===== src/rtl/hamming_column_stream_decoder.sv =====
// Column-serial Hamming(7,4) decoder: corrects one bit per 7-bit column, de-interleaves
// NUM_COLS columns into a DATA_W word. Optional ERR_STATS_EN adds a lifetime err_total count.

module hamming74_col_fix (
    input  logic [6:0] col_data,
    output logic [3:0] nib,
    output logic       syn_nz
);
    logic [2:0] syn;
    logic [6:0] fixed;

    always_comb begin
        syn[2] = col_data[3] ^ col_data[4] ^ col_data[5] ^ col_data[6];
        syn[1] = col_data[1] ^ col_data[2] ^ col_data[5] ^ col_data[6];
        syn[0] = col_data[0] ^ col_data[2] ^ col_data[4] ^ col_data[6];
        fixed  = col_data;
        // Syndrome is the 1-based Hamming position of the bad bit.
        if (syn != 3'd0)
            fixed[syn - 3'd1] = ~col_data[syn - 3'd1];
        nib    = {fixed[6], fixed[5], fixed[4], fixed[2]};
        syn_nz = |syn;
    end
endmodule

module hamming_column_stream_decoder #(
    parameter int NUM_COLS = 15,
    parameter int DATA_W   = 44
) (
    input  logic              clk,
    input  logic              rst,
    input  logic              col_valid,
    output logic              col_ready,
    input  logic [6:0]        col_data,
    output logic              out_valid,
    input  logic              out_ready,
    output logic [DATA_W-1:0] data_out,
    output logic [3:0]        corr_count,
    output logic              pad_err
`ifdef ERR_STATS_EN
    ,
    output logic [15:0]       err_total
`endif
);
    localparam int IDX_W = (NUM_COLS > 1) ? $clog2(NUM_COLS) : 1;

    generate
        if (DATA_W > 4 * NUM_COLS) begin : g_param_chk
            $error("DATA_W must not exceed 4*NUM_COLS");
        end
    endgenerate

    typedef enum logic {COLLECT, DONE} state_t;

    state_t                     state, state_nxt;
    logic [IDX_W-1:0]           col_idx;
    logic [NUM_COLS-1:0][3:0]   slots, slots_nxt;
    logic [NUM_COLS-1:0][3:0]   pad_mask;
    logic [DATA_W-1:0]          data_nxt;
    logic [3:0]                 nib;
    logic                       syn_nz;
    logic                       accept, last_col, out_hs;

    hamming74_col_fix u_fix (
        .col_data (col_data),
        .nib      (nib),
        .syn_nz   (syn_nz)
    );

    assign col_ready = (state == COLLECT);
    assign out_valid = (state == DONE);
    assign accept    = col_valid & col_ready;
    assign out_hs    = out_valid & out_ready;
    assign last_col  = (col_idx == IDX_W'(NUM_COLS - 1));

    // Slot (c,r) carries data bit r*NUM_COLS+c; anything past DATA_W is padding.
    generate
        for (genvar c = 0; c < NUM_COLS; c++) begin : g_col
            for (genvar r = 0; r < 4; r++) begin : g_row
                assign pad_mask[c][r] = ((r * NUM_COLS + c) >= DATA_W) ? 1'b1 : 1'b0;
            end
        end
        for (genvar k = 0; k < DATA_W; k++) begin : g_deint
            assign data_nxt[k] = slots_nxt[k % NUM_COLS][k / NUM_COLS];
        end
    endgenerate

    // Include the column being accepted so the last beat lands in data_out on the same edge.
    always_comb begin
        slots_nxt = slots;
        if (accept)
            slots_nxt[col_idx] = nib;
    end

    always_comb begin
        state_nxt = state;
        case (state)
            COLLECT: if (accept && last_col) state_nxt = DONE;
            DONE:    if (out_ready)          state_nxt = COLLECT;
            default:                         state_nxt = COLLECT;
        endcase
    end

    always_ff @(posedge clk or posedge rst) begin
        if (rst) begin
            state      <= COLLECT;
            col_idx    <= '0;
            slots      <= '0;
            data_out   <= '0;
            corr_count <= '0;
            pad_err    <= 1'b0;
        end else begin
            state <= state_nxt;
            if (accept) begin
                slots   <= slots_nxt;
                col_idx <= last_col ? '0 : col_idx + IDX_W'(1);
                if (syn_nz && corr_count != 4'hF)
                    corr_count <= corr_count + 4'd1;
                if (|(nib & pad_mask[col_idx]))
                    pad_err <= 1'b1;
                if (last_col)
                    data_out <= data_nxt;
            end
            if (out_hs) begin
                col_idx    <= '0;
                corr_count <= '0;
                pad_err    <= 1'b0;
            end
        end
    end

`ifdef ERR_STATS_EN
    logic [16:0] err_sum;
    assign err_sum = {1'b0, err_total} + {13'd0, corr_count};

    always_ff @(posedge clk or posedge rst) begin
        if (rst)
            err_total <= '0;
        else if (out_hs)
            err_total <= err_sum[16] ? 16'hFFFF : err_sum[15:0];
    end
`endif
endmodule


===== config.mk =====
export PLATFORM = sky130hd
export DESIGN_NAME = hamming_column_stream_decoder
export DESIGN_NICKNAME = d
export VERILOG_FILES = /design/src/rtl/hamming_column_stream_decoder.sv
export SDC_FILE = /design/constraint.sdc
export NUM_CORES = 1
export LEC_CHECK = 0
export BUFFER_PORTS_ARGS = -buffer_cell sky130_fd_sc_hd__buf_2
export CORE_MARGIN = 2
export CORE_UTILIZATION = 56
export CTS_CLUSTER_DIAMETER = 40
export CTS_CLUSTER_SIZE = 12
export DETAILED_ROUTE_END_ITERATION = 7
export MAX_ROUTING_LAYER = met4
export PLACE_DENSITY = 0.76
export SETUP_SLACK_MARGIN = 0.05
export SLEW_MARGIN = 30
export SYNTH_ARGS = -nofsm -noshare
export SYNTH_HDL_FRONTEND = slang
export SYNTH_SLANG_ARGS = --single-unit

===== constraint.sdc =====
create_clock -name clk -period 3.9 [get_ports clk]
set_clock_uncertainty 0.1 [all_clocks]
set_input_delay 0.78 -clock clk [delete_from_list [all_inputs] [get_ports clk]]
set_output_delay 0.78 -clock clk [all_outputs]
set_load 0.02 [all_outputs]

# [Yosys cells after proc, flatten, opt, wreduce, memory -nomap -nowiden]
# Memories as Yosys holds them, arrays and structs flattened.
# Cells that the tools add are included.
[totals] register_bits=114 romBits=64 input_bits=11 out_inout_bits=51 word_cells=79 n_memories=1
[memory_table] memory="(name not given)" depth=16 word_bits=4 rd=1 rd_clocked_by_memory_dff=0 wr=0 line_no="118" source="if (|(nib & pad_mask[col_idx]))"
[classes] addsub=3 order_cmp=4 n_eq_ne=2 n_mux=22 n_bitwise=14 reduce_logical=13
[op_table] op="$bwmux W60" count=1
[op_table] op="$mux W4" count=8
[op_table] op="$demux W4 S4" count=1
[op_table] op="$xor A1 B1 Y1" count=9
[op_table] op="$add A4 B1 Y4 const B" count=2
[op_table] op="$bwmux W7" count=1
[op_table] op="$mux W1" count=7
[op_table] op="$mux W7" count=1
[op_table] op="$reduce_and A2 Y1" count=3
[op_table] op="$reduce_bool A2 Y1" count=3
[op_table] op="$lt A4 B5 Y1 const B" count=1
[op_table] op="$and A4 B4 Y4" count=1
[op_table] op="$eq A4 B4 Y1 const B" count=1
[op_table] op="$ge A4 B1 Y1 const B" count=1
[op_table] op="$logic_and A1 B1 Y1" count=4
[op_table] op="$lt A3 B4 Y1 const B" count=1
[op_table] op="$ne A4 B4 Y1 const B" count=1
[op_table] op="$reduce_or A4 Y1" count=1
[op_table] op="$bmux W1 S3" count=1
[op_table] op="$demux W1 S3" count=1
[op_table] op="$ge A3 B1 Y1 const B" count=1
[op_table] op="$reduce_bool A3 Y1" count=1
[op_table] op="$reduce_or A3 Y1" count=1
[op_table] op="$sub A3 B1 Y3 const B" count=1
[op_table] op="other kinds (3)" count=5

# [Longest topological paths before layout]
# Gate-level depths: netlist (run 1).
[depth] ltp_word=15 ltp_mapped=12 mapped_depth_nobuf=10

# [Hierarchy]
# A second synthesis (run 1) with hierarchy kept.
[unflattened] hier_cells=296 area_unflattened_um2=4187.8
[modules_own_cells] module="hamming_column_stream_decoder" instances=1 cells_each=276 area_each_um2=3990.1 seq_area_each_um2=2402.3
[modules_own_cells] module="hamming74_col_fix" instances=1 cells_each=20 area_each_um2=197.7 seq_area_each_um2=0.0

# [Worst setup path after synthesis (run 1)]
# Ideal clock, no wire load.
[synth_timing] path_type="input to register" startpoint="in col_data[2]" endpoint="reg slots[48] in the netlist's numbering" setup_time_ns=0.125 arrival_time_ns=3.195 required_time_ns=3.675 setup_slack_ns=0.481 stages=11 path_buffers=3 cell_sequence="clkbuf_1 -> xnor2_1 -> ha_1 -> clkbuf_1 -> and2_1 -> ha_1 -> inv_1 -> nor4_1 -> mux2_2 -> buf_2 -> mux2_2"
[synth_via] elab_chain_len=11 word_cells_on_any_way=19 classes_between="add/sub (1); order compare (2); mux (7); bitwise (7); reduce/logical (2)"
[synth_rtl] element="start: declaration" line_no="33" source="input logic [6:0] col_data,"
[synth_rtl] element="$xor A1 B1 Y1, on equally long branches (3 in a row)" line_no="15, 14"
[synth_rtl] element="$sub A3 B1 Y3" line_no="19" source="fixed[syn - 3'd1] = ~col_data[syn - 3'd1];"
[synth_rtl] element="$lt A3 B4 Y1 (not written as such) / $ge A3 B1 Y1 (equally long branches)" line_no="19"
[synth_rtl] element="$logic_and A1 B1 Y1 (not written as such)" line_no="19"
[synth_rtl] element="$mux W1 (not written as such)" line_no="19"
[synth_rtl] element="$demux W1 S3"
[synth_rtl] element="$bwmux W7" line_no="19"
[synth_rtl] element="$mux W7 (*)" line_no="18" source="if (syn != 3'd0)"
[synth_rtl] element="$bwmux W60 (*)" line_no="91" source="slots_nxt[col_idx] = nib;"
[synth_rtl] element="end signal: assignment" line_no="114" source="slots <= slots_nxt;"
[synth_rtl] element="end: declaration" line_no="56" source="logic [NUM_COLS-1:0][3:0] slots, slots_nxt;"
# Mark *: on every way between the ends. The rest lies on a longest branch, timed or not. The select of a mux whose other input is x is not followed.
# A chain may end at the register's enable or synchronous reset.

# [Final worst setup path (run 1)]
[layout_timing] startpoint="in col_data[6]" endpoint="reg slots[6] in the netlist's numbering"
[layout_via] elab_chain_len=9 word_cells_on_any_way=16 classes_between="add/sub (1); order compare (2); mux (7); bitwise (4); reduce/logical (2)"
[layout_rtl] element="$xor A1 B1 Y1, on equally long branches" line_no="15, 13, 14"
[layout_rtl] element="$sub A3 B1 Y3" line_no="19"
[layout_rtl] element="$lt A3 B4 Y1 (not written as such) / $ge A3 B1 Y1 (equally long branches)" line_no="19"
[layout_rtl] element="$logic_and A1 B1 Y1 (not written as such)" line_no="19"
[layout_rtl] element="$mux W1 (not written as such)" line_no="19"
[layout_rtl] element="$demux W1 S3"
[layout_rtl] element="$bwmux W7" line_no="19"
[layout_rtl] element="$mux W7 (*)" line_no="18"
[layout_rtl] element="$bwmux W60 (*)" line_no="91"
# Marks and branches as above.

==> impl_metrics.tcl, run 1 <==
set metrics [dict create \
    setup_viol 0 \
    async_reset_ff_frac 1.000 \
    first_pass_iters 4 \
    drive_above_1_share 0.2764 \
    track_usage 0.2157 \
    htree_num_levels 3 \
    viasPerCell 5.358 \
    place_hpwl_um 5417 \
    wl_per_cell_um 14.56 \
    ys_seq_elements 96 \
    finalCritPeriodShare 0.8366 \
    yosysTopAreaCell "dfrtp_1" \
    die_x_um 90.15 \
    report.power.total_mw 3.752 \
    endpoint_kind "register" \
    vdd_ir_drop_max_mv 0.3743 \
    powerDensity_nw_per_um2 785.8 \
    syn_to_final_growth_pct 14.87 \
    grt_max_degree 60 \
    cts_tree "done" \
    yosys_warnings 0 \
    relSlewSlack 0.3843 \
    synth_top_area_frac 0.5780 \
    drc_errors 0 \
    ctsResizeCount 0 \
    gp_congestion 0.8401 \
    ioPinCount 62 \
    antenna_found_initial 0 \
    tightestPinTransition_ns 0.9151 \
    synth_compound_area_frac 0.1036 \
    yosys.area_share.adder 0.009031 \
    cts-buffers-inserted 9 \
    ys_top_cells_by_area "dfrtp_1 (58%), mux2_2 (9.2%), nor2_1 (6.4%)" \
    clkSinkCount 96 \
    post-route-min-period_ns 3.263 \
    grt_pass1_wl_um 13680 \
    whs_ns 0.3464 \
    worstPathRequired_ns 4.01 \
    p_sw_frac 0.3782 \
    vias 2915 \
    synthTopCellsByCount "dfrtp_1 (96), nor2_1 (71), a21oi_1 (39)" \
    n_antenna_cell 0 \
    avgSynthCellArea_um2 10.82 \
    std_cell_rows 31 \
    switchingPower_mw 1.419 \
    synth_flop_cell "dfrtp_1" \
    synth_top_family_by_area "simple AND/OR/NAND/NOR gates" \
    power_frac_comb 0.359 \
    synth-xor-area-share 0.03070 \
    rsz0062_at_grt "false" \
    clkPwrFrac 0.187 \
    hold_class "in2async" \
    outcome "finished clean" \
    netlist_area_um2 4156 \
    ys_seq_area_frac 0.5780 \
    worstSetupStartpointType "input port" \
    multi_input_area_um2 1619 \
    cts_root_buffer "clkbuf_8" \
    wl_um 7921 \
    die_y_um 90.15 \
    pwr-share-seq 0.454 \
    synth-edff-count 0 \
    p_int_mw 2.333 \
    max_freq_ghz 0.3065 \
    syn_nets 398 \
    criticalPathCategory "in2reg" \
    setup_tns_ns 0 \
    final_antenna_net_count 0 \
    hold_buffers 0 \
    synthMuxAreaShare 0.1198 \
    ys_types 41 \
    nNetsFinal 455 \
    cp.arrival_ns 3.37 \
    power_leakage_nw 2.296 \
    die_area_um2 8127 \
    clock_latency_ns 0.36 \
    clk_pin_slew_ns 0.09 \
    slew_viol_final 0 \
    initial_utilization 0.5761 \
    finalHoldViolCount 0 \
    synthSimpleGateAreaFrac 0.1246 \
    io_buffer_count 61 \
    core_area_um2 7214 \
    synthesis.instances 384 \
    worst-path-max-fanout 14 \
    maxCapViolCount 0 \
    grt_pass1_vias 2860 \
    grt_overflow 0 \
    fillers 614 \
    register_area_um2 2402 \
    clockBufferDepth 2 \
    synth.most_common_cell "dfrtp_1" \
    drt_iter0_drc 195 \
    post_cts_buffers 0 \
]
-- metrics by stage --
| stage | std cells | cell area [um2] | setup WS [ns] | util |
|---|---|---|---|---|
| after floorplan | 384 | 4156 | 0.4806 | - |
| after CTS | 544 | 4775 | 0.6106 | 0.6618 |
| final | 544 | 4775 | 0.6372 | 0.6618 |
| after global routing | 544 | 4775 | 0.4872 | 0.6618 |
| after global placement | 529 | 4554 | 0.3378 | 0.6313 |
| after detailed placement | 529 | 4558 | 0.2468 | 0.6318 |
-- cells in the final DEF, fill, tap and decap left out, types with 3 or more instances in the layout --
master / netlist / routed
a21oi_1: 39 / 39
nand2_1: 27 / 27
clkbuf_8: 0 / 9
ha_1: 3 / 3
nor3_1: 9 / 9
mux2_2: 34 / 34
inv_1: 12 / 11
dfrtp_1: 96 / 96
buf_2: 6 / 61
a31oi_1: 8 / 8
nand2b_1: 4 / 4
mux2i_1: 7 / 7
xnor2_1: 6 / 6
buf_4: 1 / 5
o31ai_1: 3 / 3
xor2_1: 4 / 4
o21ai_0: 11 / 11
nor4_1: 4 / 4
nor2_1: 71 / 70
-- flip-flops by register name, summed over array words and instances (netlist names) --
register / cells
pad_err: 1
col_idx: 4
slots: 42
data_out: 44
corr_count: 4
out_valid: 1
-- logic make-up (layout without fill, tap and decap cells) --
family,Yosys count,count (layout)
buffers and inverters,33,94
muxes,43,43
xor gates and xnor gates,12,12
AOI/OAI and AO/OA,74,74
and+or+nand+nor,123,123
adders and majority gates,3,3
DFF,96,96
-- layout make-up --
class                      instances  share of cell area
inverter                          12             0.01048
timing repair buffer              67             0.07600
clock buffer                       9             0.02594
sequential                        96              0.5031
clock inverter                     6             0.01939
multi-input combinational        255              0.3391
tap                               99             0.02594
-- routing by layer --
metal,up-vias,track usage,part of all wire
met5,-,-,0
met3,13,0.03269,0.028
met4,0,0.07949,0.011
met1,1431,0.2933,0.48
li1,1425,-,-
met2,46,0.3340,0.48
-- power groups by stage --
stage               sequential, mW  clock [mW]  combinational (mW)
global route                  1.76       0.765                1.49
global placement              1.71           0                1.32
finish                        1.70       0.702                1.35
detailed placement            1.72           0                1.36
CTS                           1.70       0.722                1.36
floorplan                     1.90           0               0.753
-- final timing paths --
path / startpoint / end / slack, ns / depth (start not counted)
min: rst / data_out[13] / 0.35 / 2
max: col_data[6] / slots[6] / 0.64 / 8
max reg2reg: col_idx[0] / data_out[30] / 1.46 / 6
min in group clk: slots[22] / slots[22] / 0.39 / 2
min reg2reg: slots[22] / slots[22] / 0.39 / 2
max in group asynchronous: rst / slots[53] / 2.75 / 3
-- worst max-delay path: stages --
cell and delay [ns]:
buf_2 0.13, xnor3_2 0.48, xor2_2 0.20, and2_1 0.18, ha_1 0.37, or4_4 0.58, mux2i_4 0.45, o21ai_0 0.20
Power figures use the tool's default switching activity.
==> run 2, diff against run 1 <==
--- a/config.mk
+++ b/config.mk
@@ -5,14 +5,15 @@
 export SDC_FILE = /design/constraint.sdc
 export NUM_CORES = 1
 export LEC_CHECK = 0
+export ABC_AREA = 1
 export BUFFER_PORTS_ARGS = -buffer_cell sky130_fd_sc_hd__buf_2
 export CORE_MARGIN = 2
-export CORE_UTILIZATION = 56
+export CORE_UTILIZATION = 58
 export CTS_CLUSTER_DIAMETER = 40
 export CTS_CLUSTER_SIZE = 12
 export DETAILED_ROUTE_END_ITERATION = 7
 export MAX_ROUTING_LAYER = met4
-export PLACE_DENSITY = 0.76
+export PLACE_DENSITY = 0.77
 export SETUP_SLACK_MARGIN = 0.05
 export SLEW_MARGIN = 30
 export SYNTH_ARGS = -nofsm -noshare
==> constraint.sdc (replaced) <==
create_clock -name clk -period 3.18 [get_ports clk]
set_clock_uncertainty 0.1 [all_clocks]
set_input_delay 0.636 -clock clk [delete_from_list [all_inputs] [get_ports clk]]
set_output_delay 0.636 -clock clk [all_outputs]
set_load 0.02 [all_outputs]
==> run 2 against run 1 <==
Compared with the run above: critical path depth is 7 higher; wire length is 33% higher; power increased by 5.7%; sequential share of layout area down 5.2 points; clock-buffer cell count grew 1; flip-flop and latch count stayed put; first-iteration DRC count grew 20%; largest power group unchanged; critical path type unchanged; final cell count up 41%; synthesized area is 13% higher; clock power is 15% higher; via count is 38% higher; register-to-register slack got worse by 0.32 ns.
==> impl_metrics.tcl, run 2 <==
set metrics [dict create \
    outcome "finished clean" \
    avgSynthCellArea_um2 7.873 \
    synth_compound_area_frac 0.1233 \
    synthSimpleGateAreaFrac 0.2607 \
    hold_buffers 0 \
    hold_class "in2async" \
    max_freq_ghz 0.3462 \
    drc_errors 0 \
    synth-xor-area-share 0.01116 \
    vdd_ir_drop_max_mv 0.3904 \
    synth.most_common_cell "nand2_1" \
    synth_top_area_frac 0.5102 \
    worstPathRequired_ns 3.32 \
    worstSetupStartpointType "input port" \
    initial_utilization 0.6030 \
    netlist_area_um2 4708 \
    grt_overflow 0 \
    htree_num_levels 3 \
    place_hpwl_um 6979 \
    powerDensity_nw_per_um2 743.7 \
    die_x_um 94.10 \
    grt_max_degree 97 \
    worst-path-max-fanout 15 \
    wl_per_cell_um 13.71 \
    clockBufferDepth 2 \
    report.power.total_mw 3.964 \
    critPathMaxStageDelay_ns 0.51 \
    synth-edff-count 0 \
    clkSinkCount 96 \
    track_usage 0.2577 \
    crit_slowest_cell "o21ai_4" \
    crit_chain "buf_2, xnor2_1, xor2_1, ha_1, inv_1, nor2_1, ha_1, inv_1, nor3_1, nand2_1, inv_1, o21ai_4, nand2_1, nand2_1, o21ai_0" \
    vias 4029 \
    power_leakage_nw 2.725 \
    ioPinCount 62 \
    yosys_warnings 0 \
    finalCritPeriodShare 0.9084 \
    multi_input_area_um2 1898 \
    die_area_um2 8855 \
    setup_viol 0 \
    syn_nets 612 \
    first_pass_iters 5 \
    antenna_found_initial 0 \
    yosysTopAreaCell "dfrtp_1" \
    relSlewSlack 0.5805 \
    cts_root_buffer "clkbuf_8" \
    reg_top3 "data_out x44, slots x42" \
    n_antenna_cell 0 \
    grt_pass1_vias 3714 \
    nNetsFinal 673 \
    post-route-min-period_ns 2.889 \
    core_area_um2 7807 \
    drt_iter0_drc 234 \
    grtUsageMet1 0.3385 \
    final_common_cell "nand2_1" \
    endpoint_kind "register" \
    place_inst 747 \
    io_buffer_count 61 \
    criticalPathCategory "in2reg" \
    finalHoldViolCount 0 \
    std_cell_rows 32 \
    final_cell_mix "nand2_1 (172), dfrtp_1 (96), inv_1 (72), buf_2 (61), nor2_1 (60)" \
    stdcell_count 766 \
    synth_flop_cell "dfrtp_1" \
    busiest_layer "met2" \
    ys_top_cells_by_area "dfrtp_1 (51%), nand2_1 (14%), inv_1 (5.8%)" \
    synthesis.instances 598 \
    rsz0062_at_grt "false" \
    clk_pin_slew_ns 0.10 \
    cts-buffers-inserted 9 \
    maxCapViolCount 0 \
    ys_seq_area_frac 0.5102 \
    die_y_um 94.10 \
    async_reset_ff_frac 1.000 \
    clock_latency_ns 0.37 \
    wl_um 10500 \
    synthTopCellsByCount "nand2_1 (172), dfrtp_1 (96), inv_1 (73)" \
    viasPerCell 5.260 \
    fillers 676 \
    ys_seq_elements 96 \
    top_register "data_out" \
    ys_types 31 \
    cp.arrival_ns 3.02 \
    grt_pass1_wl_um 17350 \
    drive_above_1_share 0.1988 \
    fin_util 0.6827 \
    synth_top_family_by_area "simple AND/OR/NAND/NOR gates" \
    synthMuxAreaShare 0 \
    slew_viol_final 0 \
    use_met2 0.4089 \
    cts_tree "done" \
    syn_to_final_growth_pct 13.21 \
    grtUsageMet3 0.04414 \
    register_area_um2 2402 \
    final_antenna_net_count 0 \
    yosys.area_share.adder 0.007972 \
    gp_congestion 0.9304 \
    largest_reg_flops 44 \
    tightestPinTransition_ns 0.6269 \
]
## run 2: cell types whose count changed in the layout (fill, tap and decap cells not counted), moves of 25 or more
cell	change
nand2_1	+145
inv_1	+61
mux2_2	-34
o21ai_1	+34
nand2_2	+27
o21ai_0	+25
## run 2: power by group
part	internal [mW]	switching, mW	leakage, nW
logic	0.481	0.915	1.35
clock network	0.368	0.437	0.0968
registers	1.59	0.176	1.27
## run 2: layer usage
| layer | up-vias | wire (um) |
|---|---|---|
| met5 | - | 0 |
| met3 | 15 | 505 |
| met2 | 124 | 5113 |
| met1 | 1916 | 4720 |
| met4 | 0 | 161 |
| li1 | 1974 | - |
## run 2: timing repair
item / 4_1_cts / 5_1_grt
gates resized for setup: 0 / 0
setup endpoints to repair: 0 / 1
setup buffers: 0 / 3
## run 2: cell families (layout without fill, tap and decap cells)
family | after synthesis | in the layout
flops | 96 | 96
simple gates | 288 | 288
xor+xnor | 6 | 6
fa+ha+maj | 3 | 3
compound gates | 106 | 106
buf+inv | 99 | 165
## run 2: worst max-delay path, delay by kind of cell
kind / cells / cell delay, ns
and+or+nand+nor: 5 / 0.39
buffers and inverters: 4 / 0.42
AOI/OAI and AO/OA: 2 / 0.62
adders and majority gates: 2 / 0.59
xor gates and xnor gates: 2 / 0.38
## run 2: worst paths after layout
| kind | from | endpoint | slack, ns | cells after the start |
|---|---|---|---|---|
| min | rst | slots[52] | 0.28 | 3 |
| min reg2reg | data_out[0] | data_out[0] | 0.38 | 2 |
| max reg2reg | out_valid | data_out[23] | 1.14 | 7 |
| min in group clk | out_ready | out_valid | 0.36 | 2 |
| max in group asynchronous | rst | data_out[36] | 2.31 | 3 |
| max | col_data[4] | slots[32] | 0.29 | 15 |
## run 2: final cells by class
class                      count  area share
clock buffer                  10     0.02394
tap                          102     0.02394
timing repair buffer          72     0.07746
clock inverter                 6     0.01291
inverter                      77     0.05493
multi-input combinational    403      0.3561
sequential                    96      0.4507
## run 2: per-stage QoR
stage                     setup TNS, ns  hold WS, ns  instance area, um2  setup slack, ns
after detailed placement         -1.917       0.3655                5111         -0.08577
after global routing                  0       0.3382                5330           0.1103
after global placement                0       0.3581                5111          0.06926
after CTS                             0       0.3244                5308           0.2903
after floorplan                       0       0.3497                4712           0.1537
final                                 0       0.2845                5330           0.2914
